<file path="config.mk">
export PLATFORM = sky130hd
export DESIGN_NAME = id_stage
export DESIGN_NICKNAME = d
export VERILOG_FILES = /design/src/rtl/id_stage.sv
export SDC_FILE = /design/constraint.sdc
export NUM_CORES = 2
export LEC_CHECK = 0
export CORE_ASPECT_RATIO = 2
export CORE_MARGIN = 1
export CORE_UTILIZATION = 31
export CTS_BUF_LIST = sky130_fd_sc_hd__clkbuf_16
export DETAILED_ROUTE_END_ITERATION = 16
export GPL_ROUTABILITY_DRIVEN = 0
export PLACE_DENSITY = 0.55
export SLEW_MARGIN = 40
export SYNTH_ARGS = -nofsm -noshare
export SYNTH_HDL_FRONTEND = slang
export SYNTH_SLANG_ARGS = --single-unit
export TNS_END_PERCENT = 1
</file>
<file path="constraint.sdc">
create_clock -name clk_i -period 3 [get_ports clk_i]
set_clock_uncertainty 0.1 [all_clocks]
set_input_delay 0.45 -clock clk_i [delete_from_list [all_inputs] [get_ports clk_i]]
set_output_delay 0.45 -clock clk_i [all_outputs]
set_load 0.01 [all_outputs]
</file>
<file path="src/rtl/id_stage.sv">
// Decode stage: field extract, 15-entry register file, control decode, ID/EXE register.
// Define REGFILE_BYPASS_EN to make same-cycle write-back visible on the register reads.
module id_stage (
  input  logic        clk_i,
  input  logic        rst_i,
  input  logic        freeze_i,
  input  logic        flush_i,
  input  logic        hazard_i,
  input  logic [31:0] PC_in_i,
  input  logic [31:0] Instruction_in_i,
  input  logic [3:0]  SR_i,
  input  logic        WB_WB_EN_i,
  input  logic [3:0]  WB_Dest_i,
  input  logic [31:0] WB_Value_i,
  output logic [31:0] PC_o,
  output logic [31:0] Val_Rn_o,
  output logic [31:0] Val_Rm_o,
  output logic [11:0] Shift_operand_o,
  output logic [23:0] Signed_imm_24_o,
  output logic [3:0]  Dest_o,
  output logic [3:0]  EXE_CMD_o,
  output logic        MEM_R_EN_o,
  output logic        MEM_W_EN_o,
  output logic        WB_EN_o,
  output logic        B_o,
  output logic        S_o,
  output logic        imm_o,
  output logic [3:0]  Src1_o,
  output logic [3:0]  Src2_o,
  output logic        Two_src_o
);

  logic [3:0]  cond, opcode, rn, rd, rm;
  logic [1:0]  mode;
  logic        i_bit, s_bit;

  assign cond   = Instruction_in_i[31:28];
  assign mode   = Instruction_in_i[27:26];
  assign i_bit  = Instruction_in_i[25];
  assign opcode = Instruction_in_i[24:21];
  assign s_bit  = Instruction_in_i[20];
  assign rn     = Instruction_in_i[19:16];
  assign rd     = Instruction_in_i[15:12];
  // STR reads its store data through the Rm port
  assign rm     = (mode == 2'b01 && !s_bit) ? rd : Instruction_in_i[3:0];

  assign Src1_o    = rn;
  assign Src2_o    = rm;
  assign Two_src_o = (mode == 2'b00 && !i_bit) || (mode == 2'b01 && !s_bit);

  // register file R0-R14; index 15 is hardwired to zero
  logic [14:0][31:0] rf_q;
  logic              wb_we;

  assign wb_we = WB_WB_EN_i && (WB_Dest_i != 4'd15);

  always_ff @(posedge clk_i) begin
    if (rst_i)      rf_q <= '0;
    else if (wb_we) rf_q[WB_Dest_i] <= WB_Value_i;
  end

  logic [31:0] val_rn, val_rm;

  always_comb begin
    val_rn = (rn == 4'd15) ? 32'd0 : rf_q[rn];
    val_rm = (rm == 4'd15) ? 32'd0 : rf_q[rm];
`ifdef REGFILE_BYPASS_EN
    if (wb_we && WB_Dest_i == rn) val_rn = WB_Value_i;
    if (wb_we && WB_Dest_i == rm) val_rm = WB_Value_i;
`endif
  end

  // condition evaluation on {N,Z,C,V}
  logic n_f, z_f, c_f, v_f, cond_ok;
  assign {n_f, z_f, c_f, v_f} = SR_i;

  always_comb begin
    cond_ok = 1'b0;
    case (cond)
      4'b0000: cond_ok = z_f;
      4'b0001: cond_ok = !z_f;
      4'b0010: cond_ok = c_f;
      4'b0011: cond_ok = !c_f;
      4'b0100: cond_ok = n_f;
      4'b0101: cond_ok = !n_f;
      4'b0110: cond_ok = v_f;
      4'b0111: cond_ok = !v_f;
      4'b1000: cond_ok = c_f && !z_f;
      4'b1001: cond_ok = !c_f || z_f;
      4'b1010: cond_ok = (n_f == v_f);
      4'b1011: cond_ok = (n_f != v_f);
      4'b1100: cond_ok = !z_f && (n_f == v_f);
      4'b1101: cond_ok = z_f || (n_f != v_f);
      4'b1110: cond_ok = 1'b1;
      default: cond_ok = 1'b0;
    endcase
  end

  // control word {EXE_CMD, MEM_R_EN, MEM_W_EN, WB_EN, B, S}
  logic [3:0] exe_d;
  logic       mr_d, mw_d, wb_d, b_d, s_d;

  always_comb begin
    exe_d = 4'd0;
    mr_d  = 1'b0;
    mw_d  = 1'b0;
    wb_d  = 1'b0;
    b_d   = 1'b0;
    s_d   = 1'b0;
    case (mode)
      2'b00: begin
        wb_d = 1'b1;
        s_d  = s_bit;
        case (opcode)
          4'b1101: exe_d = 4'b0001;
          4'b1111: exe_d = 4'b1001;
          4'b0100: exe_d = 4'b0010;
          4'b0101: exe_d = 4'b0011;
          4'b0010: exe_d = 4'b0100;
          4'b0110: exe_d = 4'b0101;
          4'b0000: exe_d = 4'b0110;
          4'b1100: exe_d = 4'b0111;
          4'b0001: exe_d = 4'b1000;
          4'b1010: begin exe_d = 4'b0100; wb_d = 1'b0; end
          4'b1000: begin exe_d = 4'b0110; wb_d = 1'b0; end
          default: begin wb_d = 1'b0; s_d = 1'b0; end
        endcase
      end
      2'b01: begin
        exe_d = 4'b0010;
        mr_d  = s_bit;
        wb_d  = s_bit;
        mw_d  = !s_bit;
      end
      2'b10: b_d = 1'b1;
      default: ;
    endcase
  end

  logic bubble;
  assign bubble = flush_i || hazard_i || !cond_ok;

  always_ff @(posedge clk_i) begin
    if (rst_i) begin
      PC_o            <= '0;
      Val_Rn_o        <= '0;
      Val_Rm_o        <= '0;
      Shift_operand_o <= '0;
      Signed_imm_24_o <= '0;
      Dest_o          <= '0;
      imm_o           <= 1'b0;
      EXE_CMD_o       <= '0;
      MEM_R_EN_o      <= 1'b0;
      MEM_W_EN_o      <= 1'b0;
      WB_EN_o         <= 1'b0;
      B_o             <= 1'b0;
      S_o             <= 1'b0;
    end else if (flush_i || !freeze_i) begin
      // flush outranks freeze; data fields always follow the instruction
      PC_o            <= PC_in_i;
      Val_Rn_o        <= val_rn;
      Val_Rm_o        <= val_rm;
      Shift_operand_o <= Instruction_in_i[11:0];
      Signed_imm_24_o <= Instruction_in_i[23:0];
      Dest_o          <= rd;
      imm_o           <= i_bit;
      EXE_CMD_o       <= bubble ? 4'd0 : exe_d;
      MEM_R_EN_o      <= !bubble && mr_d;
      MEM_W_EN_o      <= !bubble && mw_d;
      WB_EN_o         <= !bubble && wb_d;
      B_o             <= !bubble && b_d;
      S_o             <= !bubble && s_d;
    end
  end

endmodule

</file>
Word level (Yosys, flattened, before mapping)
Cells that the tools add are included.

Order comparisons: 4. Bitwise operators: 0. Reductions and logical operators: 33. Mux-type cells: 21. Add/subtract/negate cells: 0. Equality and inequality tests: 31. Shift-type cells: 0. Divide/modulo/power cells: 0. Multiply operators: 0.

Operators by type and width (count): bitwise mux 480 bit (1); binary-select mux 32 bit (select 4 bit) (2); two-way mux 32 bit (5); demux 32 bit (select 4 bit) (1); == test 4 bit (second input constant) (14); case mux 4 bit (9 select lines) (1); == test 4 x 3 -> 1 bit (second input constant) (7); < comparator 4 x 5 -> 1 bit (second input constant) (3); case mux 1 bit (15 select lines) (1); == test 4 x 2 -> 1 bit (second input constant) (3); logical AND 1 bit (11); OR reduction 11 bit (1); zero test 1 bit (9); OR reduction 9 bit (1); == test 4 x 1 -> 1 bit (second input constant) (2); zero test 4 bit (2); two-way mux 4 bit (2); case mux 4 bit (2 select lines) (1); logical OR 1 bit (6); two-way mux 1 bit (6); >= comparator 4 x 1 -> 1 bit (second input constant) (1); != test 4 bit (second input constant) (1); OR reduction 2 bit (2); == test 2 x 1 -> 1 bit (second input constant) (1); 5 further kinds (5).

Register bits: 626. Bits of input ports: 110. Memories: 0. Logic and storage cells: 117. Output and inout port bits: 155. Memory bits (writable): 0. Latch bits: 0. Memory bits (read-only): 0.

Depth between registers and ports, before layout
Word-level depth: 7. Depth in mapped cells: 11. Depth with buffers taken out: 8.

Worst setup path after synthesis
No wires, ideal clock.

Path type: input -> register. Start point: in Instruction_in_i[16]. End point: reg Val_Rn_o[14]. Cell stages on the path: 6. Required time: 2.772 ns. Buffers on the path: 2. Arrival time: 2.301 ns. Setup time: 0.128 ns. Slack: 0.472 ns. Cells stage by stage: clkbuf_2 -> buf_1 -> mux4_2 -> mux4_2 -> a22oi_1 -> nor2_1.

Longest elaborated chain between the ends: 3. Elaborated cells between the ends (all ways): 4. Those cells by class: eq/ne: 1; mux: 3.

RTL lines: from (decl) (line 10) `input logic [31:0] Instruction_in_i,`; binary-select mux 32 bit (select 4 bit) (line 65) `val_rn = (rn == 4'd15) ? 32'd0 : rf_q[rn];`; two-way mux 32 bit (implied by the code) (line 65); two-way mux 32 bit * (line 65); to (signal assigned) (line 161) `Val_Rn_o <= val_rn;`; to (decl) (line 16) `output logic [31:0] Val_Rn_o,`.

Every way passes the cells marked *; elsewhere a longest branch is shown, timed or not. The select of a mux whose other input is x is not followed. A chain may end at the register's enable or synchronous reset.

Final worst setup path
Start point: in Instruction_in_i[26]. End point: out Src2_o[1].

Longest elaborated chain between the ends: 3.

RTL lines: == test 2 x 1 -> 1 bit (line 45) `assign rm = (mode == 2'b01 && !s_bit) ? rd : Instruction_in_i[3:0];`; logical AND 1 bit (line 45); two-way mux 4 bit (line 45); to (decl) (line 29) `output logic [3:0] Src2_o,`.

Every way passes these cells.

==> results.yml <==
outcome:
  status: "complete, no violations"
synthesis:
  yosys_register_bits: 610
  ys.flop_type: "dfxtp_1"
  synthArstFlopShare_pct: 0
  syn_inst: 3653
  yosys.area.top_type_share_pct: 42.33
  synth_cell_types: 50
  synthTopCellsByArea: "dfxtp_1 (42%), nand2_1 (18%), mux4_2 (11%)"
  yosys_warnings: 0
  netlist_area_sq_um: 28850
  synth_area_leader_cell: "dfxtp_1"
  syn_area_per_cell_sq_um: 7.898
  ys_seq_area_share_pct: 42.33
  synth_fp_nets: 3763
  synth_edf_count: 0
clocking:
  cts_made_buffers: 54
  cts_setup_buffers: 0
  cts_hold_buf: 0
  tritoncts: "yes"
  htree_levels: 2
  ctsRootBufferMaster: "clkbuf_16"
  path_clk_slew_ns: 0.06
  clkLatencyLatePin_ns: 0.64
  clockBufferDepth: 3
  cts.sinks: 610
global_route:
  globalRouteOverflowTotal: 0
  grt_pass1_wl_um: 176100
  grt_usage_pct: 25.06
  antenna_found_initial: 3
  grt_max_degree: 147
  first_global_vias: 26240
sta:
  fin_setup_tns_ns: 0
  finalCriticalPeriod_ns: 2.856
  max_freq_ghz: 0.3502
  setup_viol_count_final: 0
  tightest_slew_ns: 0.8750
  relSlewSlack_pct: 41.48
  holdWs_ns: 0.1881
  final_max_slew_viol_count: 0
  grt_setup_unrepaired: "no"
  hold_viol_final: 0
  fin_crit_sh_pct: 95.19
setup_path:
  crit_type: "input port to output pin"
  critPathMostFrequentCell: "clkdlybuf4s50_1"
  crit_required_ns: 2.45
  critical-path-slowest-cell: "clkdlybuf4s50_1"
  start_kind: "input port"
  cp_top_family: "buffers and inverters"
  path_max_fanout: 6
  cp_num_buf_inv: 4
  crit_path_end_kind: "output pin"
  path_cells: "clkdlybuf4s50_1 -> nor3b_4 -> buf_12 -> nand2b_1 -> and2_4 -> inv_6 -> clkdlybuf4s50_1"
  slowest_delay_ns: 0.51
  cp.arrival_ns: 2.31
worst_hold_path:
  min_path_type: "input port to flip-flop"
die:
  initial_core_util_pct: 31.38
  design.die.area_sq_um: 94360
  rows: 157
  core_sq_um: 91930
  die_w_um: 217.7
  ios: 265
  die-height_um: 433.4
route:
  routedWlPerCell_um: 24.02
  drc: 0
  drt_first_pass_iters: 6
  drt_wl_total_um: 120900
  ant_nets: 0
  via_per_inst: 5.527
  via_count: 27830
  first_iter_violations: 2707
job:
  drv_cap: 0
pwr:
  powerDensity_nw_per_um2: 497.2
  peakVddDrop_uv: 409.6
  p_leak_uw: 0.01180
cells_and_area:
  drive_gt1_share_pct: 11.51
  area_growth_pct: 23.34
  fin_nets: 3909
  fillers: 9328
placed_design:
  dpl.hpwl_um: 75700
  portBuffers: 264
==> final timing paths <==
| kind | startpoint | end | slack [ns] | cells after the start |
|---|---|---|---|---|
| setup / recovery | Instruction_in_i[26] | Src2_o[1] | 0.14 | 7 |
| hold reg to reg | MEM_W_EN_o | MEM_W_EN_o | 0.34 | 2 |
| setup reg to reg | rf_q[357] | Val_Rn_o[5] | 0.96 | 5 |
| hold / removal | rst_i | PC_o[3] | 0.19 | 2 |
==> registers in the layout, summed over array words and instances, names as in the netlist <==
register / cells
B_o: 1
EXE_CMD_o: 4
MEM_R_EN_o: 1
MEM_W_EN_o: 1
PC_o: 32
S_o: 1
Shift_operand_o: 11
Signed_imm_24_o: 13
Val_Rm_o: 32
Val_Rn_o: 32
WB_EN_o: 1
imm_o: 1
rf_q: 480
==> what timing repair did <==
item / CTS / global route
cloned: 0 / 0
resized for setup: 5 / 3
pin swaps: 0 / 1
setup endpoints to repair: 3 / 2
endpoints found under the hold margin: 0 / 0
==> synthesized netlist by cell type (all sizes together), types with 2 or more instances <==
| library cell | count |
|---|---|
| clkbuf | 254 |
| a2111oi | 2 |
| nor4 | 3 |
| inv | 6 |
| nand3 | 102 |
| and3 | 2 |
| nor2 | 53 |
| mux2i | 84 |
| xnor2 | 4 |
| o211ai | 36 |
| nand4 | 34 |
| nor2b | 9 |
| buf | 100 |
| or2 | 3 |
| nor3 | 10 |
| a21oi | 638 |
| nand2b | 7 |
| nor3b | 3 |
| mux4 | 142 |
| dfxtp | 610 |
| nand2 | 1365 |
| a211oi | 2 |
| a22oi | 94 |
| nand3b | 2 |
| xor2 | 2 |
| o31a | 2 |
| o21ai | 72 |
==> area by class of cell <==
type                            instances  area (sq um)  share of cell area, %
Antenna cell                            3         7.507                0.02110
Clock buffer                           55          1376                  3.868
Clock inverter                         41         286.5                 0.8052
Inverter                                6         32.53                0.09142
Multi-Input combinational cell       2683         15350                  43.14
Sequential cell                       610         12210                  34.32
Tap cell                             1192          1491                  4.191
Timing Repair Buffer                  444          4826                  13.56
==> routing by layer <==
layer | GRT usage [%] | part of all wire [%]
met1 | 28.81 | 37
met2 | 43.98 | 50
met3 | 3.694 | 7.2
met4 | 14.00 | 6.0
met5 | 0 | 0.020
==> kinds of logic after synthesis <==
kind of cell / count (synthesis) / share of synthesized area (%)
buffers and inverters: 360 / 5.360
flip-flops: 610 / 42.33
XOR/XNOR: 6 / 0.1821
multiplexers: 226 / 14.03
AO/OA/AOI/OAI: 853 / 16.09
AND/OR/NAND/NOR: 1598 / 22.01
==> layout by cell type, fill, tap and decap left out, types with 5 or more instances in the layout <==
cell	instances
buf_4	116
nand4_1	34
o211ai_1	36
clkbuf_16	55
nand2b_1	6
nor3_1	5
nor2_1	39
clkinv_1	17
a22oi_1	94
nand3_1	99
nand2_2	6
clkdlybuf4s50_1	256
nor2_4	14
a21oi_1	638
mux2i_1	81
inv_1	15
nand2_1	1359
mux4_2	142
dfxtp_1	610
clkinv_2	5
nor2b_1	7
o21ai_0	69
buf_12	66
==> report_power, final <==
group / switching (uW) / internal, uW / leakage (uW)
sequential: 138 / 8260 / 0.00494
clock: 3350 / 3650 / 0.000864
combinational: 1370 / 919 / 0.00600
==> metrics by stage <==
| step | power, uW | setup slack, ns | std cells | instance area, sq um | utilization, % |
|---|---|---|---|---|---|
| floorplan | 9665 | 0.4717 | 3653 | 28850 | - |
| global placement | 10850 | -0.0002898 | 4935 | 33890 | 36.87 |
| detailed placement | 10860 | -0.07562 | 4935 | 33890 | 36.87 |
| CTS | 17790 | 0.01640 | 5031 | 35570 | 38.69 |
| global route | 18190 | 0.08342 | 5033 | 35580 | 38.70 |
| finish | 17690 | 0.1444 | 5034 | 35580 | 38.71 |
Note: power is estimated with default switching activity, not from simulation.
